<file path="config.mk">
export PLATFORM = sky130hd
export DESIGN_NAME = delay_sched
export DESIGN_NICKNAME = d
export VERILOG_FILES = /design/src/rtl/delay_sched_pkg.sv /design/src/rtl/delay_tap_line.sv /design/src/rtl/delay_sched.sv
export SDC_FILE = /design/constraint.sdc
export NUM_CORES = 1
export LEC_CHECK = 0
export ABC_CLOCK_PERIOD_IN_PS = 3750
export CAP_MARGIN = 20
export CORE_AREA = 2 2 184 222
export CTS_CLUSTER_SIZE = 40
export DETAILED_ROUTE_END_ITERATION = 6
export DIE_AREA = 0 0 186 224
export GPL_ROUTABILITY_DRIVEN = 0
export GPL_TIMING_DRIVEN = 0
export HOLD_SLACK_MARGIN = 0.02
export PLACE_DENSITY_LB_ADDON = 0.08
export SETUP_SLACK_MARGIN = 0.2
export SYNTH_ARGS = -nofsm -noshare
export SYNTH_HDL_FRONTEND = slang
export SYNTH_SLANG_ARGS = --single-unit
</file>
<file path="constraint.sdc">
create_clock -name clk -period 3.75 [get_ports clk]
set_input_delay 0.375 -clock clk [delete_from_list [all_inputs] [get_ports clk]]
set_output_delay 0.375 -clock clk [all_outputs]
set_load 0.01 [all_outputs]
</file>
<file path="src/rtl/delay_sched_pkg.sv">
// Shared types and sizing helpers for the delay_sched controller and its tap line.
package delay_sched_pkg;

   typedef enum logic [1:0] {RUN, DRAIN, LOAD} state_t;

   function automatic int cw_of(input int dmax);
      return $clog2(dmax + 1);
   endfunction

endpackage

</file>
<file path="src/rtl/delay_tap_line.sv">
// DMAX-deep {valid,data} shift register with shift enable and a selectable output tap.
// A beat's valid bit is cleared as it leaves the tap, so a later, longer delay never re-emits it.
module delay_tap_line #(
   parameter int DMAX = 16,
   parameter int DW   = 32,
   parameter int CW   = 5
) (
   input  logic          clk,
   input  logic          rst,
   input  logic          en,
   input  logic          in_vld,
   input  logic [DW-1:0] in_data,
   input  logic [CW-1:0] sel,
   output logic          out_vld,
   output logic [DW-1:0] out_data
);

   logic [DMAX-1:0] vld_p;
   logic [DW-1:0]   dat_p [DMAX];

   // Stage boundary: valid bits, cleared on reset
   always_ff @(posedge clk) begin
      if (rst) begin
         vld_p <= '0;
      end else if (en) begin
         vld_p[0] <= in_vld;
         for (int i = 1; i < DMAX; i++) begin
            vld_p[i] <= vld_p[i-1] && (int'(sel) != i - 1);
         end
      end
   end

   // Stage boundary: data payload, never reset
   always_ff @(posedge clk) begin
      if (en) begin
         dat_p[0] <= in_data;
         for (int i = 1; i < DMAX; i++) begin
            dat_p[i] <= dat_p[i-1];
         end
      end
   end

   always_comb begin
      out_vld  = 1'b0;
      out_data = '0;
      for (int i = 0; i < DMAX; i++) begin
         if (int'(sel) == i) begin
            out_vld  = vld_p[i];
            out_data = dat_p[i];
         end
      end
   end

endmodule

</file>
<file path="src/rtl/delay_sched.sv">
// Delay-line controller: runtime delay select with drain-before-reconfigure safety.
// Optional stall port enabled by macro DELAY_SCHED_STALL_EN.
module delay_sched
   import delay_sched_pkg::*;
#(
   parameter int DMAX      = 16,
   parameter int DW        = 32,
   parameter int DEF_DELAY = 2,
   parameter int CW        = cw_of(DMAX)
) (
   input  logic          clk,
   input  logic          rst,
`ifdef DELAY_SCHED_STALL_EN
   input  logic          stall,
`endif
   input  logic          in_valid,
   output logic          in_ready,
   input  logic [DW-1:0] in_data,
   output logic          out_valid,
   output logic [DW-1:0] out_data,
   input  logic [CW-1:0] cfg_delay,
   input  logic          cfg_wr,
   output logic          cfg_busy,
   output logic          cfg_err,
   output logic [CW-1:0] cur_delay
);

   state_t        state, state_nx;
   logic          adv, accept, cfg_ok, tap_vld;
   logic [DW-1:0] tap_dat;
   logic [CW-1:0] pend_delay, inflight, tap_sel;

`ifdef DELAY_SCHED_STALL_EN
   assign adv = ~stall;
`else
   assign adv = 1'b1;
`endif

   assign cfg_ok    = cfg_wr && (state == RUN) && (cfg_delay != '0) && (cfg_delay <= CW'(DMAX));
   assign in_ready  = (state == RUN) && adv;
   assign accept    = in_valid && in_ready;
   assign tap_sel   = cur_delay - CW'(1);
   assign out_valid = tap_vld && adv;
   assign out_data  = out_valid ? tap_dat : '0;
   assign cfg_busy  = (state == DRAIN) || (state == LOAD);

   delay_tap_line #(.DMAX(DMAX), .DW(DW), .CW(CW)) u_tap (
      .clk      (clk),
      .rst      (rst),
      .en       (adv),
      .in_vld   (accept),
      .in_data  (in_data),
      .sel      (tap_sel),
      .out_vld  (tap_vld),
      .out_data (tap_dat)
   );

   always_comb begin
      state_nx = state;
      case (state)
         RUN:     if (cfg_ok) state_nx = DRAIN;
         DRAIN:   if (adv && inflight == '0) state_nx = LOAD;
         LOAD:    if (adv) state_nx = RUN;
         default: state_nx = RUN;
      endcase
   end

   // A request may enter DRAIN while stalled; only drain completion and LOAD wait for the pipeline.
   always_ff @(posedge clk) begin
      if (rst) begin
         state      <= RUN;
         cur_delay  <= CW'(DEF_DELAY);
         pend_delay <= CW'(DEF_DELAY);
         inflight   <= '0;
         cfg_err    <= 1'b0;
      end else begin
         state   <= state_nx;
         cfg_err <= cfg_wr && !cfg_ok;
         if (cfg_ok) pend_delay <= cfg_delay;
         if (state == LOAD && adv) cur_delay <= pend_delay;
         if (accept && !out_valid)      inflight <= inflight + CW'(1);
         else if (!accept && out_valid) inflight <= inflight - CW'(1);
      end
   end

endmodule

</file>
==> results.txt <==
----------------------------------------------------
[Logic synthesis]
  Area leader, netlist ... sky130_fd_sc_hd__dfxtp_1
  Top cell type's share of synthesized area ... 70.0%
  Post-synthesis register bit count ... 546
  Cells taking the most area after synthesis ... sky130_fd_sc_hd__dfxtp_1 70%, sky130_fd_sc_hd__a22oi_1 8.9%, sky130_fd_sc_hd__nand2_1 1.8%
  Post-synth net total ... 1354
  Count of warnings emitted by yosys ... 0
  Post-Synthesis Cells ... 1303
  Number of different library cells in the post-synthesis netlist ... 69
  Mapped Avg Cell Area ... 12.0 um2
  Main flop type after synthesis ... sky130_fd_sc_hd__dfxtp_1
  Summed instance area of the synthesized netlist ... 15600 um2
  Async set-reset flop share out of synthesis ... 0%
  Share of the yosys chip area belonging to registers ... 70.0%
  Count of flip-flops with a built-in enable after synthesis ... 0

[Hold path]
  Startpoint of the tightest hold check path ... rst
  Hold Path Sink ... u_tap.vld_p[0]$_SDFF_PP0_
  Path category of the worst min-delay check ... in -> reg
  Hold depth ... 2

[Global routing]
  Initial antenna violation count ... 0
  Largest net degree at the start of global routing ... 15
  Via count of the first global-routing pass ... 11118
  Global-route wire length before repair ... 69100 um
  GRT Util Overall ... 22.5%
  Aggregate global routing overflow ... 0

[Status]
  Result of the run ... finished clean

[Worst setup path]
  Data required time of the critical path ... 3380 ps
  Category of cells accounting for the largest share of critical-path delay ... buffers and inverters
  Path type of the worst setup path ... reg -> out
  Count of cells along the worst register-to-register path ... 16
  Peak per-stage delay on the critical path ... 370 ps
  Critical path, cell by cell ... buf_8 -> buf_4 -> nor3_4 -> and3_1 -> o32a_1 -> o311a_1 -> a221oi_2 -> buf_6 -> buf_12 -> buf_12 -> buf_12 -> buf_8 -> buf_12 -> nor3_4 -> buf_2
  Setup crit end kind ... primary output
  Critical path fanouts, max ... 5
  WP buf/inv ... 9
  Arrival time of the worst setup path ... 3320 ps
  Most repeated library cell on the critical path ... sky130_fd_sc_hd__buf_12
  Destination of the worst register-to-register timing path ... inflight[4]$_SDFFE_PP0P_
  Worst reg2reg startpoint ... cur_delay[0]$_SDFFE_PP0N_
  Slack of the worst reg-to-reg path ... 150 ps
  Depth of the critical timing path with buffers and inverters included ... 15
  Setup crit start kind ... register
  Slowest cell on the critical path ... sky130_fd_sc_hd__dfxtp_4

[Placed design]
  Worst slack after detailed placement ... -756 ps
  Placed cells ... 1916
  DP HPWL ... 28900 um
  Number of buffers added on ports ... 80

[Pwr]
  Power per cell area ... 606 nW/um2
  Switching Share ... 21.8%
  Power share of the sequential group ... 51.5%
  Clock group share of total power ... 43.9%
  Leakage ... 8.31 nW
  Internal Dissipation ... 0.00955 W
  Switch Pwr ... 0.00266 W
  Worst vdd ir ... 0.396 mV
  Combinational Power Share ... 4.6%

[Clocking]
  Number of buffers inserted during clock tree synthesis ... 52
  Register clock-pin slew on the reported worst setup and hold paths ... 60 ps
  Total number of H-tree levels ... 2
  Clock Tree Buf Depth ... 3
  Skew-Pair Late Insertion Delay ... 580 ps
  Clock tree from TritonCTS ... built
  Number of buffers inserted for hold repair after clock tree synthesis ... 0
  CTS Sinks ... 546
  CTS Root Buffer Type ... sky130_fd_sc_hd__clkbuf_16

[Drt]
  Routed length per placed instance ... 22.5 um
  Vias ... 10886
  Drt drc ... 0
  Vias per Instance ... 5.24
  Routed Antenna Nets ... 0
  Final routed wirelength across all metal layers ... 46800 um
  Detailed-routing iteration count for the pre-antenna-repair pass ... 7
  1st-iter DRT viols ... 728

[Timing]
  Clock period minus final worst setup slack ... 3700 ps
  Pins Over Slew Limit ... 0
  Final count of hold timing violations ... 0
  Worst slew pin tran ... 825 ps
  Worst slew margin relative to its limit ... 45.0%
  Final worst path period share ... 98.6%
  Final setup violation count ... 0
  Final worst clock skew ... 9.09 ps
  Final worst slack ... 50.7 ps
  Peak clock frequency supported by timing ... 270 MHz
  Hold Slack ... 137 ps
  Setup repair after global routing missed its margin ... yes

[Floorplan]
  Count of pins on the block boundary ... 82
  Initial Util ... 39.5%
  Die extent in y ... 224 um
  Floorplan core area ... 39500 um2
  Die width ... 186 um
  Full die area ... 41700 um2
  Rows ... 80

[Final layout]
  Filler cells ... 3519
  Fraction of layout cells with a size suffix above 1 ... 21.0%
  Ant. Diodes ... 0
  Final core area utilization ... 51.0%
  Signed area change from the synthesized netlist to the final layout ... 29.2%
  Number of nets in the layout ... 1555
  Final std cells w/o fill ... 2078

[Run]
  Max-Cap Viols ... 0

----------------------------------------------------
==> worst max path at each step <==
stage	endpoint	startpoint
after global placement	inflight[4]$_SDFFE_PP0P_	cur_delay[2]$_SDFFE_PP0N_
final	out_data[12]	cur_delay[0]$_SDFFE_PP0N_
after CTS	out_data[12]	cur_delay[3]$_SDFFE_PP0N_
after floorplan	inflight[4]$_SDFFE_PP0P_	cur_delay[2]$_SDFFE_PP0N_
after detailed placement	inflight[4]$_SDFFE_PP0P_	cur_delay[2]$_SDFFE_PP0N_
after global routing	out_data[12]	cur_delay[0]$_SDFFE_PP0N_
==> registers in the layout, summed over array words and instances, names as in the netlist <==
| register | cells |
|---|---|
| cfg_err | 1 |
| cur_delay | 5 |
| inflight | 5 |
| pend_delay | 5 |
| state | 2 |
| u_tap.dat_p | 512 |
| u_tap.vld_p | 16 |
==> cells in the mapped netlist (all sizes together), types with 6 or more instances <==
cell type and count:
a21oi 49, mux2i 10, and2 8, inv 13, or3 6, ha 9, clkbuf 42, a221oi 7
nand4 24, nand3 17, nor2b 10, o22ai 11, buf 39, dfxtp 546, a211oi 8, nor2 65
nor3 61, nand2 76, nor3b 18, a22oi 184, o21ai 20
==> power by group through the flow <==
stage	logic [W]	clock network, W	registers, W
after floorplan	0.000276	0	0.00636
after global placement	0.000447	0	0.00641
after detailed placement	0.000448	0	0.00641
after CTS	0.000515	0.00546	0.00629
after global routing	0.000615	0.00569	0.00633
final	0.000562	0.00536	0.00630
==> layer usage <==
metal	GRT usage [%]	up-vias	routed length [um]	part of all wire (%)
met5	0	-	0	0
met4	7.01	0	1130	2.4
met3	3.45	84	2400	5.1
met2	38.7	333	23200	49
met1	29.0	5365	20100	43
li1	-	5104	-	-
==> layout make-up <==
class / count / area [um2] / area share [%]
plain buffers: 80 / 709 / 3.52
clock buffers: 72 / 1540 / 7.63
clock inverters: 23 / 230 / 1.14
inverters: 14 / 60.1 / 0.298
multi-input cells: 662 / 4600 / 22.8
flip-flops and latches: 546 / 10900 / 54.3
well taps: 533 / 667 / 3.31
repair buffers: 148 / 1420 / 7.02
==> logic make-up after synthesis <==
group           synth area share [%]
mux                            0.714
fa+ha+maj                      0.850
buf+inv                         2.74
xor+xnor                       0.281
simple gates                    10.6
flops                           70.0
compound gates                  14.8
==> through the flow <==
step / TNS, ps / total power (W) / cell area [um2]
6_report: 0 / 0.0122 / 20200
5_1_grt: -6.10 / 0.0126 / 20200
4_1_cts: 0 / 0.0123 / 19900
3_5_place_dp: -5510 / 0.00686 / 17100
3_3_place_gp: -5530 / 0.00686 / 17100
2_1_floorplan: 0 / 0.00663 / 15600
==> what timing repair did <==
item                       CTS  global route
setup endpoints to repair   38            28
pin swaps                   18            11
gates resized for setup    235            71
setup buffers               56             8
cloned                       2             2
==> worst register-to-register path: stages, from the launching register on <==
cell and delay (ps):
sky130_fd_sc_hd__dfxtp_4 370, sky130_fd_sc_hd__buf_8 130, sky130_fd_sc_hd__nor3b_4 150, sky130_fd_sc_hd__and3_1 180
sky130_fd_sc_hd__o32a_1 360, sky130_fd_sc_hd__o311a_1 340, sky130_fd_sc_hd__a221oi_2 280, sky130_fd_sc_hd__buf_6 220
sky130_fd_sc_hd__ha_4 180, sky130_fd_sc_hd__inv_4 50, sky130_fd_sc_hd__ha_4 210, sky130_fd_sc_hd__nor2b_4 120
sky130_fd_sc_hd__o21a_1 170, sky130_fd_sc_hd__or3_4 340, sky130_fd_sc_hd__a21oi_4 170, sky130_fd_sc_hd__xnor2_2 130
sky130_fd_sc_hd__nor2_1 60
==> cells in the final DEF (no fill, tap or decap), types with 9 or more instances in the layout <==
cell	instances
sky130_fd_sc_hd__clkbuf_1	13
sky130_fd_sc_hd__nor3b_1	15
sky130_fd_sc_hd__nor3_2	14
sky130_fd_sc_hd__buf_12	10
sky130_fd_sc_hd__o22ai_1	11
sky130_fd_sc_hd__clkinv_2	19
sky130_fd_sc_hd__a21oi_1	47
sky130_fd_sc_hd__nand4_1	24
sky130_fd_sc_hd__clkbuf_16	54
sky130_fd_sc_hd__buf_6	26
sky130_fd_sc_hd__o21ai_0	18
sky130_fd_sc_hd__nand2_1	72
sky130_fd_sc_hd__clkbuf_4	16
sky130_fd_sc_hd__dlygate4sd2_1	11
sky130_fd_sc_hd__buf_2	14
sky130_fd_sc_hd__mux2i_1	10
sky130_fd_sc_hd__nor2_4	9
sky130_fd_sc_hd__clkbuf_8	19
sky130_fd_sc_hd__buf_4	58
sky130_fd_sc_hd__a22oi_1	181
sky130_fd_sc_hd__clkbuf_2	16
sky130_fd_sc_hd__nor3_1	41
sky130_fd_sc_hd__nor2_1	50
sky130_fd_sc_hd__dfxtp_1	541
sky130_fd_sc_hd__nand3_1	16
sky130_fd_sc_hd__clkdlybuf4s50_1	47
sky130_fd_sc_hd__inv_1	11
Note: power is estimated with default switching activity, not from simulation.
